[src/rtl/uart_pkg.sv]
// Shared types for the UART transmit-side arbitration blocks.
package uart_pkg;

    localparam int DATA_W = 8;

    typedef enum logic [2:0] {
        IDLE  = 3'd0,
        LOAD  = 3'd1,
        START = 3'd2,
        SEND  = 3'd3,
        NEXT  = 3'd4
    } state_t;

    // The start timeout counter must be able to hold start_to itself.
    function automatic int to_cnt_w(input int start_to);
        return $clog2(start_to + 1);
    endfunction

endpackage

[src/rtl/rr_pick.sv]
// Combinational round-robin select: first set bit of req at or above ptr, wrapping modulo N.
module rr_pick #(
    parameter int N     = 4,
    parameter int IDX_W = 2
) (
    input  logic [N-1:0]     req,
    input  logic [IDX_W-1:0] ptr,
    output logic             found,
    output logic [IDX_W-1:0] idx
);

    logic [IDX_W:0] pos;

    // Scan from the farthest offset down so the nearest hit to ptr is written last.
    always_comb begin
        found = 1'b0;
        idx   = '0;
        pos   = '0;
        for (int i = N - 1; i >= 0; i--) begin
            pos = {1'b0, ptr} + (IDX_W + 1)'(i);
            if (pos >= (IDX_W + 1)'(N)) begin
                pos = pos - (IDX_W + 1)'(N);
            end
            if (req[pos[IDX_W-1:0]]) begin
                found = 1'b1;
                idx   = pos[IDX_W-1:0];
            end
        end
    end

endmodule

[src/rtl/uart_tx_arbiter.sv]
// Round-robin arbiter sharing one UART transmitter between NUM_REQ byte streams;
// a granted requester keeps the line until it delivers a byte marked last.
module uart_tx_arbiter
    import uart_pkg::*;
#(
    parameter int NUM_REQ  = 4,
    parameter int IDX_W    = 2,
    parameter int START_TO = 1023
) (
    input  logic                      clk,
    input  logic                      rst,
    input  logic [NUM_REQ-1:0]        req_valid,
    input  logic [DATA_W*NUM_REQ-1:0] req_data,
    input  logic [NUM_REQ-1:0]        req_last,
    output logic [NUM_REQ-1:0]        req_ready,
    output logic                      tx_val,
    output logic [DATA_W-1:0]         tx_data,
    input  logic                      busy,
    output logic                      grant_valid,
    output logic [IDX_W-1:0]          grant_idx,
    output logic                      err_timeout,
    output state_t                    dbg_state
);

    localparam int               CNT_W    = to_cnt_w(START_TO);
    localparam logic [CNT_W-1:0] TO_MAX   = CNT_W'(START_TO);
    localparam logic [IDX_W-1:0] LAST_IDX = IDX_W'(NUM_REQ - 1);

    state_t           state;
    logic [IDX_W-1:0] rr_ptr;
    logic             lock_end;
    logic [CNT_W-1:0] to_cnt;
    logic             pick_found;
    logic [IDX_W-1:0] pick_idx;
    logic             accept;

    rr_pick #(
        .N     (NUM_REQ),
        .IDX_W (IDX_W)
    ) u_pick (
        .req   (req_valid),
        .ptr   (rr_ptr),
        .found (pick_found),
        .idx   (pick_idx)
    );

    // Handshake: a byte moves when req_valid and req_ready are both high at a clock
    // edge; ready is only ever raised for the owner, in LOAD, while the UART is idle.
    assign accept    = (state == LOAD) && !busy && req_valid[grant_idx];
    assign dbg_state = state;

    always_comb begin
        req_ready            = '0;
        req_ready[grant_idx] = accept;
    end

    always_ff @(posedge clk or negedge rst) begin
        if (!rst) begin
            state       <= IDLE;
            rr_ptr      <= '0;
            grant_valid <= 1'b0;
            grant_idx   <= '0;
            lock_end    <= 1'b0;
            to_cnt      <= '0;
            tx_val      <= 1'b0;
            tx_data     <= '0;
            err_timeout <= 1'b0;
        end else begin
            case (state)
                IDLE: begin
                    if (pick_found) begin
                        grant_idx   <= pick_idx;
                        grant_valid <= 1'b1;
                        state       <= LOAD;
                    end
                end
                LOAD: begin
                    if (accept) begin
                        tx_data  <= req_data[grant_idx*DATA_W +: DATA_W];
                        lock_end <= req_last[grant_idx];
                        tx_val   <= 1'b1;
                        to_cnt   <= CNT_W'(1);
                        state    <= START;
                    end
                end
                START: begin
                    // to_cnt holds the number of cycles tx_val has been high so far.
                    if (busy) begin
                        tx_val <= 1'b0;
                        state  <= SEND;
                    end else if (to_cnt == TO_MAX) begin
                        err_timeout <= 1'b1;
                        tx_val      <= 1'b0;
                        state       <= NEXT;
                    end else begin
                        to_cnt <= to_cnt + 1'b1;
                    end
                end
                SEND: begin
                    if (!busy) begin
                        state <= NEXT;
                    end
                end
                NEXT: begin
                    if (lock_end) begin
                        rr_ptr      <= (grant_idx == LAST_IDX) ? '0 : grant_idx + 1'b1;
                        grant_valid <= 1'b0;
                        state       <= IDLE;
                    end else begin
                        state <= LOAD;
                    end
                end
                default: state <= IDLE;
            endcase
        end
    end

endmodule

[config.mk]
export PLATFORM = sky130hd
export DESIGN_NAME = uart_tx_arbiter
export DESIGN_NICKNAME = d
export VERILOG_FILES = /design/src/rtl/uart_pkg.sv /design/src/rtl/rr_pick.sv /design/src/rtl/uart_tx_arbiter.sv
export SDC_FILE = /design/constraint.sdc
export NUM_CORES = 1
export LEC_CHECK = 0
export CORE_MARGIN = 2
export CORE_UTILIZATION = 45
export DETAILED_ROUTE_END_ITERATION = 10
export PLACE_DENSITY = 0.8
export SLEW_MARGIN = 20
export SYNTH_ARGS = -nofsm -noshare
export SYNTH_HDL_FRONTEND = slang
export SYNTH_SLANG_ARGS = --single-unit
[constraint.sdc]
create_clock -name clk -period 3.72 [get_ports clk]
set_input_delay 1.116 -clock clk [delete_from_list [all_inputs] [get_ports clk]]
set_output_delay 1.116 -clock clk [all_outputs]
set_load 0.02 [all_outputs]
==> run_results.csv, run 1 <==
group,metric,value,unit
clocking,cts-htree-levels,2,
pwr,leakage,1.063,nW
setup_path,worstSetupEndpointType,"output pin",
clocking,ctsResizeCount,4,
clocking,ctsHoldBuffers,0,
synthesis,syn_area_per_cell,11.55,um2
drt,drt_iter0_drc,102,
place,gp_congestion,0.7703,
cells_and_area,final_common_cell,"clkdlybuf4s50_1",
timing,relSlewSlack,45.23,%
synthesis,syn_inst,158,
floorplanning,placeableCoreArea,0.003943,mm2
drt,vias,1555,
grt,grt_max_degree,30,
hold_path,whs_path_depth,1,
cells_and_area,area_delta_synth_final,43.25,%
timing,setup_viol,0,
clocking,tritoncts,"done",
drt,post-route-drc-count,0,
timing,layout_min_cycle_time,3573,ps
drt,firstDrtPassIters,4,
timing,period_share,96.04,%
pwr,power,1.614,mW
grt,overflow,0,
synthesis,async_flop_share,100.0,%
timing,rsz0062_at_grt,"false",
timing,fmax,279.9,MHz
synthesis,netlist_area,0.001826,mm2
timing,slew_viol_final,0,
grt,grt_antenna_before_repair,0,
cells_and_area,post-route-util,66.33,%
clocking,numCtsBuffers,5,
cells_and_area,drive_above_1_share,20.87,%
synthesis,synthDistinctLibCells,45,
clocking,cts_max_path_buffers,2,
floorplanning,die-width,67.69,um
grt,grt_pass1_wl,6.879,mm
drt,wl_per_cell,15.59,um
synthesis,synth_nets,206,
outcome,status,"finished clean",
synthesis,synth_edf_count,0,
clocking,post_cts_buffers,0,
setup_path,crit_type,"primary input to output pin",
floorplanning,num_io_pins,63,
timing,clock_skew,7.746,ps
drt,wl,4.366,mm
setup_path,cp_max_fo,5,
grt,grt_pass1_vias,1461,
clocking,clock-sinks,29,
floorplanning,rows,23,
synthesis,synth-main-ff-cell,"dfrtp_1",
setup_path,ff2ff_path_depth,5,
floorplanning,dieHeight,67.69,um
floorplanning,initial_core_util,46.30,%
place,io_buffers,62,
clocking,worstSkewPairLatency,280,ps
timing,finalHoldViolCount,0,
timing,timing.hold.ws,455.5,ps
setup_path,required,2600,ps
cells_and_area,diodes,0,
setup_path,crit_arrival,2460,ps
synthesis,seq_area_frac_synth,39.75,%
pwr,powerDensity,617.3,mW/mm2
setup_path,start_kind,"primary input",
synthesis,synth_seq_cells,29,
clocking,path_clk_slew,60,ps
timing,tightestPinTransition,816.6,ps
grt,grtUsageTotal,20.91,%
synthesis,yosysWarnings,0,
pwr,vdd_drop_max,0.0003475,V
flow_run,drv_cap,0,
clocking,ctsRootBufferMaster,"clkbuf_8",
hold_path,hold_class,"flop to flop",
floorplanning,dieArea,0.004582,mm2
drt,vias_per_cell,5.554,
cells_and_area,layout_common_cells,"clkdlybuf4s50_1, dfrtp_1, mux2_2",
drt,ant_nets,0,
place,dp_hpwl,3.347,mm
cells_and_area,final_nets,277,
[synthesized netlist by cell type, types with 2 or more instances]
library cell | n | area (um2)
or4_1 | 2 | 15.01
mux4_2 | 10 | 225.2
mux2i_1 | 4 | 40.04
dfrtp_1 | 29 | 725.7
nand2b_1 | 4 | 25.02
and3_1 | 3 | 18.77
nand4_1 | 2 | 12.51
and2_1 | 5 | 31.28
nor3_1 | 3 | 15.01
buf_2 | 4 | 20.02
inv_1 | 7 | 26.28
o21ai_0 | 4 | 20.02
buf_4 | 2 | 15.01
o22ai_1 | 2 | 12.51
a211oi_1 | 2 | 15.01
o32a_1 | 2 | 20.02
nand2_1 | 7 | 26.28
nor3b_1 | 2 | 15.01
a21o_1 | 2 | 15.01
o31ai_1 | 4 | 30.03
mux2_2 | 12 | 135.1
nor2_1 | 3 | 11.26
ha_1 | 5 | 62.56
nand3_1 | 6 | 30.03
nor4_1 | 2 | 12.51
nor2b_1 | 2 | 12.51
buf_1 | 2 | 7.510
or3_1 | 3 | 18.77
a21oi_1 | 7 | 35.03
[where the power goes]
| group | total, mW | switching (mW) | internal [mW] |
|---|---|---|---|
| clock network | 0.245 | 0.115 | 0.129 |
| registers | 0.515 | 0.101 | 0.414 |
| logic | 0.855 | 0.390 | 0.465 |
| total | 1.61 | 0.606 | 1.01 |
[layout make-up]
type	count	area (um2)
inverters	7	26.28
multi-input cells	114	1042
repair buffers	72	675.6
clock inverters	2	10.01
clock buffers	6	72.57
well taps	50	62.56
fillers	300	1328
flip-flops and latches	29	725.7
[metal layers]
layer | part of all wire, % | vias up | routed length [um] | GRT usage, %
met1 | 41 | 752 | 1808 | 25.27
met4 | 0.39 | 0 | 17 | 6.122
li1 | - | 746 | - | -
met2 | 49 | 55 | 2133 | 32.72
met3 | 9.3 | 2 | 407 | 10.50
met5 | 0 | - | 0 | 0
[worst paths after layout]
kind                               from            to  slack (ps)
hold / removal              err_timeout   err_timeout         460
max in group asynchronous           rst    tx_data[1]        2220
setup reg to reg              to_cnt[0]     to_cnt[0]        1560
setup / recovery           req_valid[3]  req_ready[3]         150
min in group asynchronous           rst     to_cnt[2]        1220
hold reg to reg             err_timeout   err_timeout         460
[sequential cells by signal, summed over array words and instances, names as in the netlist]
| signal | flops |
|---|---|
| err_timeout | 1 |
| lock_end | 1 |
| tx_val | 1 |
| tx_data | 8 |
| rr_ptr | 2 |
| grant_valid | 1 |
| dbg_state | 3 |
| to_cnt | 10 |
| grant_idx | 2 |
[stage by stage]
stage / instances / area, um2 / setup TNS, ps / worst slack [ps]
after floorplan: 158 / 1826 / 0 / 465.3
after global placement: 272 / 2541 / -687.7 / -175.8
after detailed placement: 272 / 2541 / -1031 / -270.9
after CTS: 280 / 2619 / 0 / 3.019
after global routing: 280 / 2615 / 0 / 114.2
final: 280 / 2615 / 0 / 147.2
[worst max-delay path, stage by stage]
cell             delay [ps]
clkdlybuf4s50_1         500
mux2i_1                 130
a2bb2oi_4               200
nor3_4                  180
and2_1                  160
clkbuf_2                160
[logic make-up (layout without fill, tap and decap cells)]
| group | count (synthesis) | in the layout | synth area share, % |
|---|---|---|---|
| buffers and inverters | 15 | 87 | 3.770 |
| muxes | 26 | 26 | 21.93 |
| and+or+nand+nor | 49 | 49 | 17.00 |
| DFF | 29 | 29 | 39.75 |
| xor gates and xnor gates | 1 | 1 | 0.4799 |
| adders and majority gates | 5 | 5 | 3.427 |
| AOI/OAI and AO/OA | 33 | 33 | 13.64 |
No activity file was read; power rests on OpenSTA's default activity.
==> run 2, diff against run 1 <==
--- a/config.mk
+++ b/config.mk
@@ -6,9 +6,8 @@
 export NUM_CORES = 1
 export LEC_CHECK = 0
 export CORE_MARGIN = 2
-export CORE_UTILIZATION = 45
+export CORE_UTILIZATION = 25
 export DETAILED_ROUTE_END_ITERATION = 10
-export PLACE_DENSITY = 0.8
 export SLEW_MARGIN = 20
 export SYNTH_ARGS = -nofsm -noshare
 export SYNTH_HDL_FRONTEND = slang
==> run 2 against run 1 <==
Global-route usage decreased by 8.7 points. First-iteration DRC count is 13% lower. Highest routed layer unchanged. Critical path type unchanged. Non-clock buffer count is the same. Hold slack better by 6.6 ps. Utilization down 29 points. Critical endpoint is now req_ready[1]. Routed wire length rose by 4.8%. Setup slack improved by 54 ps.
==> run_results.csv, run 2 (synthesized netlist as in run 1, its figures left out) <==
group,metric,value,unit
grt,grt_pass1_vias,1581,
clocking,cts_max_path_buffers,2,
drt,firstDrtPassIters,4,
floorplanning,placeableCoreArea,0.007176,mm2
cells_and_area,diodes,0,
setup_path,start_kind,"primary input",
pwr,vdd_drop_max,0.0002706,V
cells_and_area,largest_reg_flops,10,
pwr,clkPwrFrac,19.9,%
drt,dr_wl_met3,304,um
pwr,combPwrFrac,50.0,%
pwr,power,1.706,mW
drt,wl_met2,2.282,mm
hold_path,hold_class,"flop to flop",
floorplanning,dieHeight,89.45,um
cells_and_area,layout_common_cells,"clkdlybuf4s50_1, dfrtp_1, mux2_2",
place,dp_slack,-222.1,ps
flow_run,drv_cap,0,
setup_path,required,2600,ps
timing,slew_viol_final,0,
floorplanning,dieArea,0.008001,mm2
drt,post-route-drc-count,0,
outcome,status,"finished clean",
timing,rsz0062_at_grt,"false",
cells_and_area,regArea,725.7,um2
timing,period_share,94.60,%
drt,top_layer,"met4",
clocking,clock-sinks,29,
drt,wl,4.574,mm
setup_path,cp-startpoint,"req_valid[1]",
place,dp_hpwl,3.417,mm
grt,grt_max_degree,30,
setup_path,crit_type,"primary input to output pin",
timing,tightestPinTransition,818.0,ps
timing,fmax,284.2,MHz
floorplanning,rows,31,
cells_and_area,final_common_cell,"clkdlybuf4s50_1",
place,gp_congestion,0.7576,
timing,setup_viol,0,
place,post_dp_cell_area,0.002603,mm2
grt,grtUsageTotal,12.24,%
cells_and_area,drive_above_1_share,20.87,%
floorplanning,initial_core_util,25.44,%
clocking,tritoncts,"done",
cells_and_area,layout.cells.non_filler,329,
clocking,cts-htree-levels,2,
cells_and_area,regMostFlops,"to_cnt",
clocking,post_cts_buffers,0,
timing,fin_ws,200.7,ps
clocking,ctsRootBufferMaster,"clkbuf_8",
cells_and_area,final_nets,277,
timing,finalHoldViolCount,0,
drt,vias,1590,
floorplanning,num_io_pins,63,
timing,tns,0,ps
floorplanning,die-width,89.45,um
setup_path,r2r_start,"to_cnt[0]",
cells_and_area,fillCellCount,709,
grt,grt_antenna_before_repair,0,
pwr,leakage,1.076,nW
place,io_buffers,62,
clocking,worstSkewPairLatency,280,ps
cells_and_area,multi_input_area,0.001042,mm2
place,placed_cells_incl_taps,321,
hold_path,worstHoldStart,"err_timeout",
drt,m1WireLength,1.930,mm
setup_path,crit_arrival,2400,ps
drt,drt_iter0_drc,89,
pwr,p_switching,0.6092,mW
clocking,path_clk_slew,60,ps
grt,grt_pass1_wl,7.452,mm
pwr,internal_power,1.097,mW
cells_and_area,final_area,0.002710,mm2
timing,clock_skew,5.571,ps
setup_path,worstSetupEndpointType,"output pin",
setup_path,cp_max_fo,5,
pwr,powerDensity,629.4,mW/mm2
pwr,seqPwrFrac,30.2,%
drt,wl_per_cell,13.90,um
grt,overflow,0,
clocking,numCtsBuffers,5,
drt,ant_nets,0,
drt,vias_per_cell,4.833,
clocking,ctsHoldBuffers,0,
timing,layout_min_cycle_time,3519,ps
cells_and_area,area_delta_synth_final,48.46,%
timing,relSlewSlack,45.14,%
pwr,swShare,35.72,%
## run 2: changes by cell type in the layout (fill, tap and decap cells not counted), sizes merged
cell,delta
bufinv,+1
clkbuf,+1
clkinv,-2
## run 2: worst paths after layout
check	end	slack, ps	cells past startpoint
max	req_ready[1]	200	6
min	err_timeout	460	1
max reg2reg	to_cnt[0]	1530	5
min reg2reg	err_timeout	460	1
max in group asynchronous	rr_ptr[1]	2210	2
min in group asynchronous	to_cnt[9]	1230	2
## run 2: per-layer routing
layer	track usage [%]	vias up
met1	15.30	772
li1	-	754
met2	20.13	58
met3	3.786	6
met5	0	-
met4	4.071	0
## run 2: area by class of cell
type	count	area share, %
Clock inverter	1	1.108
Timing Repair Buffer	72	24.93
Multi-Input combinational cell	114	38.46
Clock buffer	7	3.186
Tap cell	99	4.571
Sequential cell	29	26.78
Inverter	7	0.9695
## run 2: critical path: stages
cell	delay (ps)
clkdlybuf4s50_1	410
mux2_2	290
a2bb2oi_4	190
nor3_4	60
and2_1	180
clkbuf_2	150
## run 2: repair_timing
item	in CTS	in global routing
gates resized for setup	5	8
hold endpoints to repair	0	0
endpoints found under the setup margin	4	4
pin swaps	0	0
## run 2: power by group through the flow
stage               Combinational (mW)  Sequential, mW  Clock (mW)
floorplan                        0.463           0.580           0
global placement                 0.845           0.514           0
detailed placement               0.854           0.521           0
CTS                              0.870           0.517       0.346
global route                     0.931           0.533       0.364
finish                           0.852           0.515       0.339
## run 2: stage by stage
step / utilization, % / hold WS [ps]
finish: 37.77 / 462.1
global placement: 36.27 / 446.5
global route: 37.77 / 483.3
CTS: 37.98 / 466.3
detailed placement: 36.27 / 451.8
floorplan: - / 484.5
